<file path="src/rtl/fwd_agent.sv">
// Forwarder agent: accepts a buffer grant from the p3 controller, reads the packet
// out of the packet buffer and streams it as valid/ready/last beats, then reports done.
module fwd_agent #(
    parameter int unsigned ADDR_WIDTH = 9,
    parameter int unsigned DATA_WIDTH = 64,
    parameter int unsigned PLEN_WIDTH = 12
) (
    input  logic                  clk,
    input  logic                  rst,
    input  logic                  rdy_for_fwd,
    output logic                  rdy_for_fwd_ack,
    output logic                  fwd_done,
    input  logic                  fwd_done_ack,
    input  logic [PLEN_WIDTH-1:0] plen,
    output logic                  rd_en,
    output logic [ADDR_WIDTH-1:0] rd_addr,
    input  logic [DATA_WIDTH-1:0] rd_data,
    output logic [DATA_WIDTH-1:0] out_tdata,
    output logic                  out_tvalid,
    output logic                  out_tlast,
    input  logic                  out_tready
);

    localparam int unsigned SHIFT = $clog2(DATA_WIDTH / 8);
    localparam int unsigned CW    = (PLEN_WIDTH > ADDR_WIDTH) ? PLEN_WIDTH : ADDR_WIDTH;
    localparam logic [PLEN_WIDTH-1:0] LOW_MASK = PLEN_WIDTH'((64'd1 << SHIFT) - 64'd1);

    typedef enum logic [1:0] {StIdle, StStream, StDone} state_e;

    state_e                state_q;
    logic [CW-1:0]         nbeats_q;
    logic [CW-1:0]         rd_cnt_q;
    logic [CW-1:0]         out_cnt_q;
    logic                  inflight_q;
    logic [DATA_WIDTH-1:0] mem_q [2];
    logic                  wptr_q;
    logic                  rptr_q;
    logic [1:0]            count_q;

    logic [CW-1:0] nbeats_c;
    logic [1:0]    occupancy;
    logic          pop;
    logic          pop_fifo;
    logic          push;

    // Round the byte length up to whole beats without a divider.
    assign nbeats_c = CW'(plen >> SHIFT) + CW'(|(plen & LOW_MASK));

    assign rdy_for_fwd_ack = rst && (state_q == StIdle) && rdy_for_fwd;
    assign fwd_done        = (state_q == StDone);

    assign occupancy = count_q + 2'(inflight_q);
    assign rd_en     = (state_q == StStream) && (rd_cnt_q < nbeats_q) && (occupancy < 2'd2);
    assign rd_addr   = rd_cnt_q[ADDR_WIDTH-1:0];

    // A word returning into an empty FIFO is presented straight away; if it is not
    // accepted it is stored, so the head stays stable on the next cycle.
    assign out_tvalid = (count_q != 2'd0) || inflight_q;
    assign out_tdata  = ((count_q == 2'd0) && inflight_q) ? rd_data : mem_q[rptr_q];
    assign out_tlast  = out_tvalid && (out_cnt_q == nbeats_q - CW'(1));

    assign pop      = out_tvalid && out_tready;
    assign pop_fifo = pop && (count_q != 2'd0);
    assign push     = inflight_q && !((count_q == 2'd0) && pop);

    always_ff @(posedge clk) begin
        if (!rst) begin
            state_q    <= StIdle;
            nbeats_q   <= '0;
            rd_cnt_q   <= '0;
            out_cnt_q  <= '0;
            inflight_q <= 1'b0;
            mem_q[0]   <= '0;
            mem_q[1]   <= '0;
            wptr_q     <= 1'b0;
            rptr_q     <= 1'b0;
            count_q    <= 2'd0;
        end else begin
            inflight_q <= rd_en;
            if (rd_en) begin
                rd_cnt_q <= rd_cnt_q + CW'(1);
            end
            if (push) begin
                mem_q[wptr_q] <= rd_data;
                wptr_q        <= ~wptr_q;
            end
            if (pop_fifo) begin
                rptr_q <= ~rptr_q;
            end
            count_q <= count_q + 2'(push) - 2'(pop_fifo);
            if (pop) begin
                out_cnt_q <= out_cnt_q + CW'(1);
            end

            case (state_q)
                StIdle: begin
                    if (rdy_for_fwd_ack) begin
                        nbeats_q  <= nbeats_c;
                        rd_cnt_q  <= '0;
                        out_cnt_q <= '0;
                        state_q   <= (plen == '0) ? StDone : StStream;
                    end
                end
                StStream: begin
                    if (pop && out_tlast) begin
                        state_q <= StDone;
                    end
                end
                StDone: begin
                    if (fwd_done_ack) begin
                        state_q <= StIdle;
                    end
                end
                default: state_q <= StIdle;
            endcase
        end
    end

endmodule

</file>
<file path="config.mk">
export PLATFORM = sky130hd
export DESIGN_NAME = fwd_agent
export DESIGN_NICKNAME = d
export VERILOG_FILES = /design/src/rtl/fwd_agent.sv
export SDC_FILE = /design/constraint.sdc
export NUM_CORES = 1
export LEC_CHECK = 0
export ABC_AREA = 1
export BUFFER_PORTS_ARGS = -buffer_cell sky130_fd_sc_hd__buf_2
export CAP_MARGIN = 0
export CORE_ASPECT_RATIO = 1.5
export CORE_MARGIN = 2
export CORE_UTILIZATION = 51
export CTS_CLUSTER_DIAMETER = 30
export CTS_CLUSTER_SIZE = 20
export DETAILED_ROUTE_END_ITERATION = 6
export HOLD_SLACK_MARGIN = 0.15
export PLACE_DENSITY = 0.76
export SLEW_MARGIN = 25
export SYNTH_ARGS = -nofsm -noshare
export SYNTH_HDL_FRONTEND = slang
export SYNTH_SLANG_ARGS = --single-unit
</file>
<file path="constraint.sdc">
create_clock -name clk -period 3 [get_ports clk]
set_input_delay 0.15 -clock clk [delete_from_list [all_inputs] [get_ports clk]]
set_output_delay 0.15 -clock clk [all_outputs]
set_load 0.01 [all_outputs]
</file>
After elaboration in Yosys (flattened, before gate mapping)

Memories as Yosys holds them, arrays and structs flattened. A register that Yosys moved wholly into a read port is not among the register bits.
Cells that the tools add are included.

Memories kept: 1
Register bits: 43
Output and inout bits: 78
Memory bits (writable): 128

Memory list:

| name  | depth | bits a word | rd ports | clocked after Yosys merged registers in | write ports | line | text |
|---|---|---|---|---|---|---|---|
| mem_q | 2     | 64          | 1        | 1                                       | 2           | 35   | `logic [DATA_WIDTH-1:0] mem_q [2];` |

Bitwise operators: 2
Reduce and logical (&&, ||, !) cells: 21
$add $sub $neg: 7
Equal/unequal tests: 6
$lt $le $gt $ge: 2
Mux-type cells: 21

Operators by type and width:

| operator              | number |
|---|---|
| $mux 64               | 2 |
| $mux 12               | 6 |
| $reduce_or 64->1      | 1 |
| $add 12x1->12 const B | 2 |
| $eq 12x12->1          | 1 |
| $logic_not 12->1      | 1 |
| $lt 12x12->1          | 1 |
| $sub 12x1->12 const B | 1 |
| $logic_and 1x1->1     | 11 |
| $add 9x1->10          | 1 |
| $mux 1                | 8 |
| $mux 2                | 4 |
| $pmux 2 s3            | 1 |
| $add 2x1->2           | 2 |
| $logic_not 2->1       | 2 |
| $ne 2x1->1 const B    | 2 |
| $reduce_and 3->1      | 1 |
| $reduce_or 3->1       | 1 |
| $eq 2x1->1 const B    | 1 |
| $eq 2x2->1 const B    | 1 |
| $lt 2x2->1 const B    | 1 |
| $ne 2x2->1 const B    | 1 |
| $not 1->1             | 2 |
| $reduce_and 2->1      | 1 |
| other kinds (4)       | 4 |

Depth between registers and ports, before layout

Depth after elaboration: 11
Gate-level depth with buffers: 16
Mapped depth without buffers: 16

Worst setup path after synthesis

Ideal clock, no wire load.

Path type: register -> register
Start point: reg count_q[1]
End point: mem mem_q[0][0], enable pin
Data required time: 2576 ps
Cell stages (with the launch flop): 9
Setup time: 424 ps
Path slack: 22 ps
Arrival: 2554 ps
Clock period less this slack: 2978 ps
Path through: dfxtp_1 > nor2_2 > a21oi_1 > inv_2 > nor2_1 > nand2_1 > buf_2 > buf_2 > nand2_1

RTL lines:

| item                     | line | text |
|---|---|---|
| start: declaration       | 38   | `logic [1:0] count_q;` |
| start signal: assignment | 90   | `count_q <= count_q + 2'(push) - 2'(pop_fifo);` |
| end: declaration         | 35   |  |

Worst setup path after layout

Start point: reg rd_cnt_q[5]
End point: out rd_en

Longest elaborated chain between the ends: 3

RTL lines:

| item                            | line | text |
|---|---|---|
| start: declaration              | 32   | `logic [CW-1:0] rd_cnt_q;` |
| start signal: assignment        | 81   | `rd_cnt_q <= rd_cnt_q + CW'(1);` |
| $lt 12x12->1                    | 53   | `assign rd_en = (state_q == StStream) && (rd_cnt_q < nbeats_q) && (occupancy < 2'd2);` |
| $logic_and 1x1->1 (2 in series) | 53   |  |
| end: declaration                | 15   | `output logic rd_en,` |

Every way passes these cells.

==> impl_metrics.py <==
metrics = {
    "synthesis": {
        "yosysSeqAreaShare_pct": 53.4,
        "avgSynthCellArea_um2": 8.49,
        "syn_nets": 1130,
        "synth_top_area_share_pct": 43.8,
        "synthArstFlopShare_pct": 0,
        "yosysWarningCount": 0,
        "synth-edff-count": 128,
        "synth_cell_types": 37,
        "synth_ff_type": "edfxtp_1",
        "synth-seq-cells": 170,
        "yosys.area.top_type": "edfxtp_1",
        "syn-cell-area_um2": 8770,
        "synth_cells": 1033,
        "synth_area_leaders": "edfxtp_1 44%, dfxtp_1 9.6%, nor2_1 7.8%",
    },
    "grt": {
        "grt_busiest_layer": "met2",
        "grt_pass1_wl_um": 33900,
        "met1_usage_pct": 25.1,
        "grt_use_met3_pct": 3.74,
        "grt_remaining_overflow": 0,
        "grt_util_met2_pct": 42.8,
        "grt_pass1_vias": 7447,
        "grt_util_all_layers_pct": 22.9,
        "grt_max_degree": 76,
        "antenna_found_initial": 0,
    },
    "placed_design": {
        "gp_congestion": 0.880,
        "port-buffer-count": 158,
        "place_hpwl_um": 13300,
    },
    "timing": {
        "slew_violations": 0,
        "tightest_slew_ns": 0.807,
        "final_hold_viol_count": 0,
        "setup_violations": 0,
        "fin_skew_ns": 0.00989,
        "period_share_pct": 85.9,
        "fmax_mhz": 388,
        "rsz0062_at_grt": "false",
        "fin_crit_ns": 2.58,
        "slew_headroom_pct": 46.1,
        "final.setup.tns_ns": 0,
    },
    "clock_network": {
        "holdBufCountCts": 79,
        "clk_latency_ns": 0.42,
        "clk_pin_slew_ns": 0.07,
        "clockBufferDepth": 2,
        "cts.htree.levels": 4,
        "cts_buffers": 17,
        "clock-root-buffer": "clkbuf_16",
        "cts_setup_buffers": 0,
        "cts_resized": 0,
        "tritoncts": "done",
        "cts.sinks": 170,
    },
    "cells_and_area": {
        "post-route-util_pct": 65.7,
        "diodes": 0,
        "drive_above_1_share_pct": 18.1,
        "num-nets-final": 1338,
        "syn_to_final_growth_pct": 26.1,
    },
    "critical_path": {
        "cp.buffers_inverters": 2,
        "crit_path_frequent_cell": "nand2_1",
        "cp-start-kind": "flip-flop",
        "path_cells": "ha_1, a21oi_1, nor2_1, a211oi_1, nand2_1, nand2_1, nand2_1, inv_2, buf_2",
        "worstSetupPathType": "reg2out",
        "critPathRequiredTime_ns": 2.85,
        "slowest_delay_ns": 0.49,
        "slowest_stage": "dfxtp_1",
        "end_kind": "primary output",
        "worstPathMaxFanout": 13,
        "worst_ep_arrival_time_ns": 2.43,
        "cp_top_family": "flip-flops",
    },
    "drt": {
        "vias_per_cell": 5.16,
        "routed_wl_um": 20600,
        "drcViolationCount": 0,
        "avgRoutedWirePerCell_um": 14.1,
        "dr_total_vias": 7556,
        "antenna_left": 0,
        "dr.first_iter.drc_count": 422,
        "drt_pre_antenna_iters": 5,
    },
    "floorplanning": {
        "io_pins": 159,
        "core_area_um2": 16800,
        "dieHeight_um": 165,
        "dieArea_um2": 18300,
        "rows": 58,
        "start_util_pct": 52.1,
        "die_w_um": 111,
    },
    "power_and_ir_drop": {
        "powerDensity_nw_per_um2": 506,
        "ir_drop_v": 0.000297,
        "p_leak_nw": 4.92,
    },
    "worst_hold_path": {
        "hp-class": "in2reg",
    },
    "flow_run": {
        "maxCapViolations": 0,
    },
    "run_status": {
        "outcome": "finished, final reports clean",
    },
}
-- layout make-up --
cell class              instances  area (um2)
clock buffers                  17         425
multi-input cells             618        3130
inverters                     188         706
fillers                      1325        5780
flip-flops and latches        170        4690
clock inverters                14         151
repair buffers                246        1700
well taps                     210         263
-- placed cells by master (no fill, tap or decap), types with 7 or more instances in the layout --
cell type and instances:
nor2_1 183, inv_1 181, buf_2 158, nand2_1 148
edfxtp_1 128, o21ai_0 82, dlygate4sd3_1 79, o211ai_1 64
dfxtp_1 41, nand3_1 30, a21oi_1 26, clkbuf_16 17
ha_1 16, xor2_1 12, nor3_1 8, inv_2 7
-- worst reg2reg max path: stages (launching register included) --
cell           delay (ns)
dfxtp_1              0.33
nor2_1               0.15
nand3_1              0.17
inv_1                0.31
nor2_2               0.07
inv_1                0.59
o32ai_1              0.15
dlygate4sd3_1        0.60
-- sequential cells by signal (all words and copies together) (netlist names), named ones only --
register	count
rptr_q	1
out_cnt_q	12
inflight_q	1
rd_cnt_q	12
state_q	2
wptr_q	1
mem_q	128
nbeats_q	10
count_q	2
-- final timing paths --
kind	start	endpoint	slack, ns	cells after the start
worst max register to register	state_q[1]	nbeats_q[9]	0.51	7
worst max-delay path	rd_cnt_q[5]	rd_en	0.42	9
worst min-delay path	plen[0]	nbeats_q[0]	0.22	6
worst min register to register	rptr_q	flip-flop	0.46	1
-- through the flow --
stage | total power, mW | hold WS, ns | instances | instance area [um2] | worst slack [ns]
6_report | 5.60 | 0.216 | 1463 | 11100 | 0.423
5_1_grt | 5.84 | 0.241 | 1463 | 11100 | 0.227
4_1_cts | 5.63 | 0.202 | 1463 | 11100 | 0.462
3_5_place_dp | 3.47 | 0.434 | 1353 | 9690 | 0.907
3_3_place_gp | 3.45 | 0.427 | 1353 | 9690 | 0.914
2_1_floorplan | 3.19 | 0.314 | 1033 | 8770 | 0.0220
-- cell usage after synthesis (all sizes together), types with 10 or more instances --
library cell  number
nand3             32
xor2              12
o21ai             86
a21oi             27
clkbuf            26
edfxtp           128
nor3              10
dfxtp             42
o211ai            64
buf               31
ha                16
inv              188
nand2            157
nor2             188
-- logic make-up (layout without fill, tap and decap cells) --
kind of cell    count (synthesis)  after routing  share of synthesized area (%)
compound gates                184            184                           12.5
xor+xnor                       15             15                           1.50
fa+ha+maj                      16             16                           2.28
buf+inv                       245            465                           11.1
flops                         170            170                           53.4
simple gates                  403            403                           19.1
-- per-layer routing --
metal	vias to the layer above	share of wire (%)
li1	3763	-
met1	3493	39
met2	251	53
met3	49	4.5
met4	0	3.8
met5	-	0
-- power by group --
part | leakage [nW] | total [mW] | internal, mW | switching [mW]
registers | 1.66 | 2.66 | 2.62 | 0.0461
clock network | 0.281 | 2.10 | 1.11 | 0.987
logic | 2.97 | 0.838 | 0.337 | 0.501
total | 4.92 | 5.60 | 4.06 | 1.53
Power figures use the tool's default switching activity.
